File: config.mk
export PLATFORM = sky130hd
export DESIGN_NAME = conv_controller
export DESIGN_NICKNAME = d
export VERILOG_FILES = /design/src/rtl/conv_controller.sv
export SDC_FILE = /design/constraint.sdc
export NUM_CORES = 1
export LEC_CHECK = 0
export BUFFER_PORTS_ARGS = -buffer_cell sky130_fd_sc_hd__buf_4
export CORE_MARGIN = 3
export CORE_UTILIZATION = 35
export DETAILED_ROUTE_END_ITERATION = 7
export MAX_ROUTING_LAYER = met4
export PLACE_DENSITY_LB_ADDON = 0.1
export SLEW_MARGIN = 20
export SYNTH_ARGS = -nofsm -noshare
export SYNTH_HDL_FRONTEND = slang
export SYNTH_SLANG_ARGS = --single-unit
File: constraint.sdc
create_clock -name clk -period 1.55 [get_ports clk]
set_clock_uncertainty 0.15 [all_clocks]
set_input_delay 0.31 -clock clk [delete_from_list [all_inputs] [get_ports clk]]
set_output_delay 0.31 -clock clk [all_outputs]
set_load 0.1 [all_outputs]
File: src/rtl/conv_controller.sv
// Control FSM for the 3x3 binary-convolution datapath: sequences weight/input loading,
// row priming, then per output row a column scan, pipeline drain and a single row write.
module conv_controller #(
   parameter int FILL_ROWS = 2,
   parameter int DRAIN_CYC = 3
) (
   input  logic       clk,
   input  logic       reset_b,
   input  logic       dut_run,
   input  logic       dut_busy,
   input  logic       last_col_next,
   input  logic       last_row_flag,
   output logic       dut_busy_toggle,
   output logic       rst_dut_wmem_read_address,
   output logic       str_weights_dims,
   output logic       str_weights_data,
   output logic       str_input_nrows,
   output logic       str_input_ncols,
   output logic       incr_raddr_enable,
   output logic       pln_input_row_enable,
   output logic       incr_row_enable,
   output logic       rst_row_counter,
   output logic       incr_col_enable,
   output logic       rst_col_counter,
   output logic       update_d_in,
   output logic       toggle_conv_go_flag,
   output logic       str_temp_to_write,
   output logic       rst_output_row_temp,
   output logic       incr_output_addr,
   output logic [3:0] dbg_state
);

   typedef enum logic [3:0] {
      S_IDLE  = 4'd0,
      S_START = 4'd1,
      S_WDIM  = 4'd2,
      S_WDAT  = 4'd3,
      S_FILL  = 4'd4,
      S_ROW   = 4'd5,
      S_SCAN  = 4'd6,
      S_DRAIN = 4'd7,
      S_WRITE = 4'd8,
      S_CLR   = 4'd9,
      S_DONE  = 4'd10
   } state_t;

   localparam logic [7:0] FILL_LAST  = 8'(FILL_ROWS - 1);
   localparam logic [7:0] DRAIN_LAST = 8'(DRAIN_CYC - 1);

   state_t     state;
   state_t     state_next;
   logic [7:0] fill_cnt;
   logic [7:0] drain_cnt;

   always_ff @(posedge clk or negedge reset_b) begin
      if (!reset_b) begin
         state <= S_IDLE;
      end else begin
         state <= state_next;
      end
   end

   // Counters run only while their state is active and sit at zero otherwise,
   // so each FILL/DRAIN visit starts counting from zero.
   always_ff @(posedge clk or negedge reset_b) begin
      if (!reset_b) begin
         fill_cnt  <= '0;
         drain_cnt <= '0;
      end else begin
         fill_cnt  <= (state == S_FILL)  ? fill_cnt + 8'd1  : '0;
         drain_cnt <= (state == S_DRAIN) ? drain_cnt + 8'd1 : '0;
      end
   end

   always_comb begin
      state_next = state;
      case (state)
         S_IDLE:  if (dut_run && !dut_busy) state_next = S_START;
         S_START: state_next = S_WDIM;
         S_WDIM:  state_next = S_WDAT;
         S_WDAT:  state_next = S_FILL;
         S_FILL:  if (fill_cnt == FILL_LAST) state_next = S_ROW;
         S_ROW:   state_next = S_SCAN;
         S_SCAN:  if (last_col_next) state_next = S_DRAIN;
         S_DRAIN: if (drain_cnt == DRAIN_LAST) state_next = S_WRITE;
         S_WRITE: state_next = last_row_flag ? S_DONE : S_CLR;
         S_CLR:   state_next = S_ROW;
         S_DONE:  state_next = S_IDLE;
         default: state_next = S_IDLE;
      endcase
   end

   always_comb begin
      dut_busy_toggle           = 1'b0;
      rst_dut_wmem_read_address = 1'b0;
      str_weights_dims          = 1'b0;
      str_weights_data          = 1'b0;
      str_input_nrows           = 1'b0;
      str_input_ncols           = 1'b0;
      incr_raddr_enable         = 1'b0;
      pln_input_row_enable      = 1'b0;
      incr_row_enable           = 1'b0;
      rst_row_counter           = 1'b0;
      incr_col_enable           = 1'b0;
      rst_col_counter           = 1'b0;
      update_d_in               = 1'b0;
      toggle_conv_go_flag       = 1'b0;
      str_temp_to_write         = 1'b0;
      rst_output_row_temp       = 1'b0;
      incr_output_addr          = 1'b0;
      case (state)
         S_START: begin
            dut_busy_toggle     = 1'b1;
            rst_row_counter     = 1'b1;
            rst_col_counter     = 1'b1;
            rst_output_row_temp = 1'b1;
            incr_raddr_enable   = 1'b1;
         end
         S_WDIM: begin
            str_weights_dims  = 1'b1;
            str_input_nrows   = 1'b1;
            incr_raddr_enable = 1'b1;
         end
         S_WDAT: begin
            rst_dut_wmem_read_address = 1'b1;
            str_weights_data          = 1'b1;
            str_input_ncols           = 1'b1;
            incr_raddr_enable         = 1'b1;
         end
         S_FILL: begin
            rst_dut_wmem_read_address = 1'b1;
            pln_input_row_enable      = 1'b1;
            incr_row_enable           = 1'b1;
            incr_raddr_enable         = 1'b1;
         end
         S_ROW: begin
            rst_dut_wmem_read_address = 1'b1;
            pln_input_row_enable      = 1'b1;
            incr_row_enable           = 1'b1;
            incr_raddr_enable         = 1'b1;
            toggle_conv_go_flag       = 1'b1;
         end
         S_SCAN: begin
            rst_dut_wmem_read_address = 1'b1;
            update_d_in               = 1'b1;
            incr_col_enable           = 1'b1;
         end
         S_DRAIN: begin
            rst_dut_wmem_read_address = 1'b1;
         end
         S_WRITE: begin
            rst_dut_wmem_read_address = 1'b1;
            str_temp_to_write         = 1'b1;
            incr_output_addr          = 1'b1;
            rst_col_counter           = 1'b1;
            toggle_conv_go_flag       = 1'b1;
         end
         // The accumulator is cleared only after WRITE has copied it out.
         S_CLR: begin
            rst_dut_wmem_read_address = 1'b1;
            rst_output_row_temp       = 1'b1;
         end
         S_DONE: begin
            rst_dut_wmem_read_address = 1'b1;
            dut_busy_toggle           = 1'b1;
         end
         default: ;
      endcase
   end

   assign dbg_state = state;

endmodule

# Word level (Yosys, flattened, before mapping)
# Index checks and enable logic that the tools add are counted.
# word_totals
wordCells	52
reg_bits	20
output_inout_bits	21
in_bits	6
# op_classes
reduce_logical	11
n_mux	20
n_eq_ne	16
addsub	2
# ops
op	n
$pmux 4 s10	1
$add 8x1->8 const B	2
$eq 4x3->1 const B	4
$mux 4	4
$mux 8	2
$eq 4x4->1 const B	3
$mux 1	12
$reduce_or 2->1	5
$eq 4x2->1 const B	2
$eq 8x1->1 const B	1
$eq 8x2->1 const B	1
$reduce_or 8->1	1
$reduce_or 5->1	1
$eq 4x1->1 const B	1
$logic_not 4->1	1
$ne 2x1->1 const B	2
$ne 2x2->1 const B	2
$reduce_and 4->1	1
$mux 2	1
$logic_and 1x1->1	1
$logic_not 1->1	1

# Depth between registers and ports, before layout
# logic_depth
depth_word	4
depth_mapped	5
depth_no_buf	5

# Worst setup path before layout
# OpenSTA, ideal clock, no wires.
# synth_timing
path_kind	reg2out
start	register state[1], in the netlist dbg_state[1]
end	output port str_weights_dims
path_buffers	3
t_arrival_ps	5306
slack_ps	-4216
path_stages_with_launch	5
t_required_ps	1090
path_cell_list	dfrtp_1 > buf_2 > buf_2 > nor4b_1 > buf_4
# synth_between
elab_chain_len	2
# synth_lines
item	line_no	text
start: declaration	50	state_t state;
start signal: assignment	59	state <= state_next;
$eq 4x2->1	-	
$mux 1	-	
end: declaration	15	output logic str_weights_dims,
# Every way passes these cells.

# Final worst setup path
# layout_timing
start	register state[1], in the netlist dbg_state[1]
end	output port rst_col_counter
# layout_between
elab_chain_len	3
word_cells_on_any_way	4
cone_classes	2 x eq/ne; 1 x mux; 1 x reduce/logical
# layout_lines
item	line_no	text
$eq 4x4->1 or $eq 4x1->1 (tied branches)	111	case (state)
$reduce_or 2->1 (no source line) *	-	
$mux 1 *	111	
end: declaration	24	output logic rst_col_counter,
# Every way passes the cells marked *; elsewhere a longest branch is shown, timed or not.

==> flow_summary_export.csv <==
group,metric,value,unit
power_and_ir_drop,switchingPower,2.270,mW
worst_setup_path,crit_required,1.09,ns
final_layout,syn2layout_area_growth,93.50,%
floorplanning,die-area,4210,µm²
clocking,cts_tree,"yes",
place,dp_slack,-0.2649,ns
sta,drv_slew,0,
clocking,cts_sinks,20,
floorplanning,die_w,64.89,µm
status,violations,"setup timing",
global_routing,gr-usage-all-layers,0.1791,
global_routing,antenna_found_initial,0,
logic_synthesis,synth_largest_area_cell,"dfrtp_1",
worst_setup_path,reg2reg_depth,5,
logic_synthesis,ys_ff_latch,20,
worst_hold_path,hold_path_end,"dbg_state[1]",
flow_run,drv_cap,0,
floorplanning,fp.coreArea,3178,µm²
sta,finalCriticalPeriod,2.091,ns
worst_setup_path,cp-start-kind,"flip-flop",
final_layout,stdcell_count,237,
power_and_ir_drop,power_density,1880,nW/µm²
routing,drcViolationCount,0,
final_layout,nNetsFinal,205,
worst_hold_path,hp-class,"in -> reg",
worst_setup_path,endpoint_kind,"output port",
worst_setup_path,crit_path_max_fanout,4,
sta,period_share,1.349,
logic_synthesis,synthArstFlopShare,1.000,
power_and_ir_drop,p_int,2.146,mW
sta,hold_viol_final,0,
worst_hold_path,hold_path_depth,3,
routing,vias,1231,
clocking,cts_root_buf,"clkbuf_4",
clocking,clock_latency,0.29,ns
floorplanning,placementRows,20,
place,dp_hpwl,2191,µm
global_routing,overflow,0,
logic_synthesis,ys.flop_type,"dfrtp_1",
logic_synthesis,synth_area_leaders,"dfrtp_1 41%, nor2_1 4.6%, a21oi_1 4.5%",
worst_setup_path,arrival,1.63,ns
routing,drt_iter0_markers,103,
logic_synthesis,syn-cell-area,1214,µm²
floorplanning,ios,27,
worst_hold_path,hp-start,"last_row_flag",
final_layout,antenna_cells,0,
floorplanning,start_util,0.3819,
power_and_ir_drop,power_switching_share,0.5140,
clocking,clk_pin_slew,0.10,ns
sta,slew-limit-headroom,0.7200,
power_and_ir_drop,leakagePower,0.9629,nW
logic_synthesis,syn_nets,146,
clocking,cts_buffer_depth,2,
routing,wl_per_cell,15.49,µm
sta,finalWorstSetupSlack,-0.5410,ns
sta,max_freq,478.2,MHz
sta,setup_viol,40,
logic_synthesis,syn_inst,136,
global_routing,grt_max_degree,21,
sta,tightest_slew,0.4142,ns
logic_synthesis,ys_seq_area_frac,0.4124,
logic_synthesis,yosysTopAreaCellShare,0.4124,
routing,routed_wl,3671,µm
worst_setup_path,reg2reg_to,"fill_cnt[5]",
power_and_ir_drop,finalPower,4.415,mW
status,status,"finished with violations",
worst_setup_path,r2r-start,"dbg_state[0]",
clocking,cts_made_buffers,3,
logic_synthesis,ys_types,33,
global_routing,grt_pass1_vias,1279,
power_and_ir_drop,comb_power_share,0.785,
clocking,htree_num_levels,1,
final_layout,most-common-layout-cells,"23 x buf_4, 22 x buf_6, 19 x buf_12, 16 x dfrtp_1",
logic_synthesis,yosys_warnings,0,
place,dpl.cell_count,220,
floorplanning,die_h,64.89,µm
logic_synthesis,synth_edf_count,0,
power_and_ir_drop,p_seq_frac,0.161,
power_and_ir_drop,ir_worst_vdd,1.348,mV
final_layout,mostFrequentLayoutCell,"buf_4",
worst_setup_path,critical_path_class,"reg -> out",
place,port_buffers,26,
sta,rsz0062_at_grt,"yes",
routing,drtAntennaViolNets,0,
place,gp_congestion,0.8157,
routing,firstDrtPassIters,4,
power_and_ir_drop,p_clk_frac,0.054,
final_layout,layout-drive-gt1-share,0.5855,
global_routing,grt_pass1_wl,5878,µm
routing,viasPerCell,5.194,
logic_synthesis,avgSynthCellArea,8.924,µm²
worst_setup_path,r2r_slack,-0.23,ns
## synthesized netlist by cell type, types with 2 or more instances
| cell type | instances |
|---|---|
| a21oi_1 | 11 |
| xor2_1 | 4 |
| xnor2_1 | 3 |
| buf_4 | 5 |
| nor3_1 | 4 |
| a211oi_1 | 2 |
| nand4_1 | 2 |
| nor4b_1 | 3 |
| o21ai_0 | 9 |
| or3_1 | 8 |
| ha_1 | 4 |
| and2_1 | 2 |
| dfrtp_1 | 20 |
| nor2_1 | 15 |
| buf_2 | 7 |
| or2_2 | 2 |
| nand3_1 | 9 |
| inv_1 | 6 |
| nand2b_1 | 2 |
| a31oi_1 | 2 |
| nand2_1 | 4 |
## critical path: stages, from the launching register on
cell and delay (ns):
dfrtp_4 0.51, buf_6 0.15, nor4b_4 0.32, or2_4 0.19, buf_12 0.16
## area by class of cell
type | instances | area, µm²
inverters | 6 | 22.52
flip-flops and latches | 20 | 515.5
repair buffers | 67 | 853.3
multi-input cells | 97 | 879.6
clock buffers | 3 | 22.52
well taps | 44 | 55.05
fillers | 214 | 829.5
## worst max-delay path by stage
stage                 start  slack [ns]  depth (start not counted)                to
6_report       dbg_state[1]       -0.54                          4   rst_col_counter
2_1_floorplan  dbg_state[2]       -1.38                          3   rst_col_counter
3_5_place_dp   dbg_state[2]       -0.26                          3   str_input_nrows
5_1_grt        dbg_state[1]       -0.64                          6   dut_busy_toggle
3_3_place_gp   dbg_state[2]       -0.26                          3  str_weights_dims
4_1_cts        dbg_state[3]       -0.54                          3   incr_col_enable
## state kept, by name, indices dropped and copies added (netlist names)
register / flops
dbg_state: 4
drain_cnt: 8
fill_cnt: 8
## repair_timing
item / in CTS / in global routing
pin swaps: 4 / 8
setup buffers: 8 / 4
hold buffers: 1 / 0
setup endpoints to repair: 33 / 38
gates cloned: 1 / 0
hold endpoints to repair: 20 / 0
gates resized for setup: 66 / 44
## cells by family after synthesis
kind of cell,synth area share
AO/OA/AOI/OAI,0.1392
XOR/XNOR,0.05052
adder cells (fa/ha/maj),0.04124
buffers and inverters,0.08144
flip-flops,0.4124
AND/OR/NAND/NOR,0.2752
## power groups by stage
stage               Combinational (mW)  Sequential, mW  Clock, mW
floorplan                         1.80           0.957          0
global placement                  2.45           0.737          0
detailed placement                2.46           0.742          0
CTS                               3.10           0.730      0.256
global route                      3.61           0.720      0.277
finish                            3.47           0.711      0.237
## metrics by stage
stage | hold WS, ns | utilization | setup TNS (ns) | instance area (µm²)
2_1_floorplan | -0.1356 | - | -17.42 | 1449
3_3_place_gp | 0.05140 | 0.5532 | -4.987 | 1758
3_5_place_dp | 0.05565 | 0.5532 | -5.445 | 1758
4_1_cts | 0.1533 | 0.6740 | -11.24 | 2142
5_1_grt | 0.1924 | 0.7390 | -13.45 | 2349
6_report | 0.1917 | 0.7390 | -11.27 | 2349
## per-layer routing
layer | GRT usage | vias to the layer above | share of wire
met1 | 0.2316 | 613 | 0.45
met4 | 0.01583 | 0 | 0.0016
li1 | - | 595 | -
met2 | 0.2963 | 21 | 0.52
met5 | - | - | 0
met3 | 0.04333 | 2 | 0.031
Note: power is estimated with default switching activity, not from simulation.
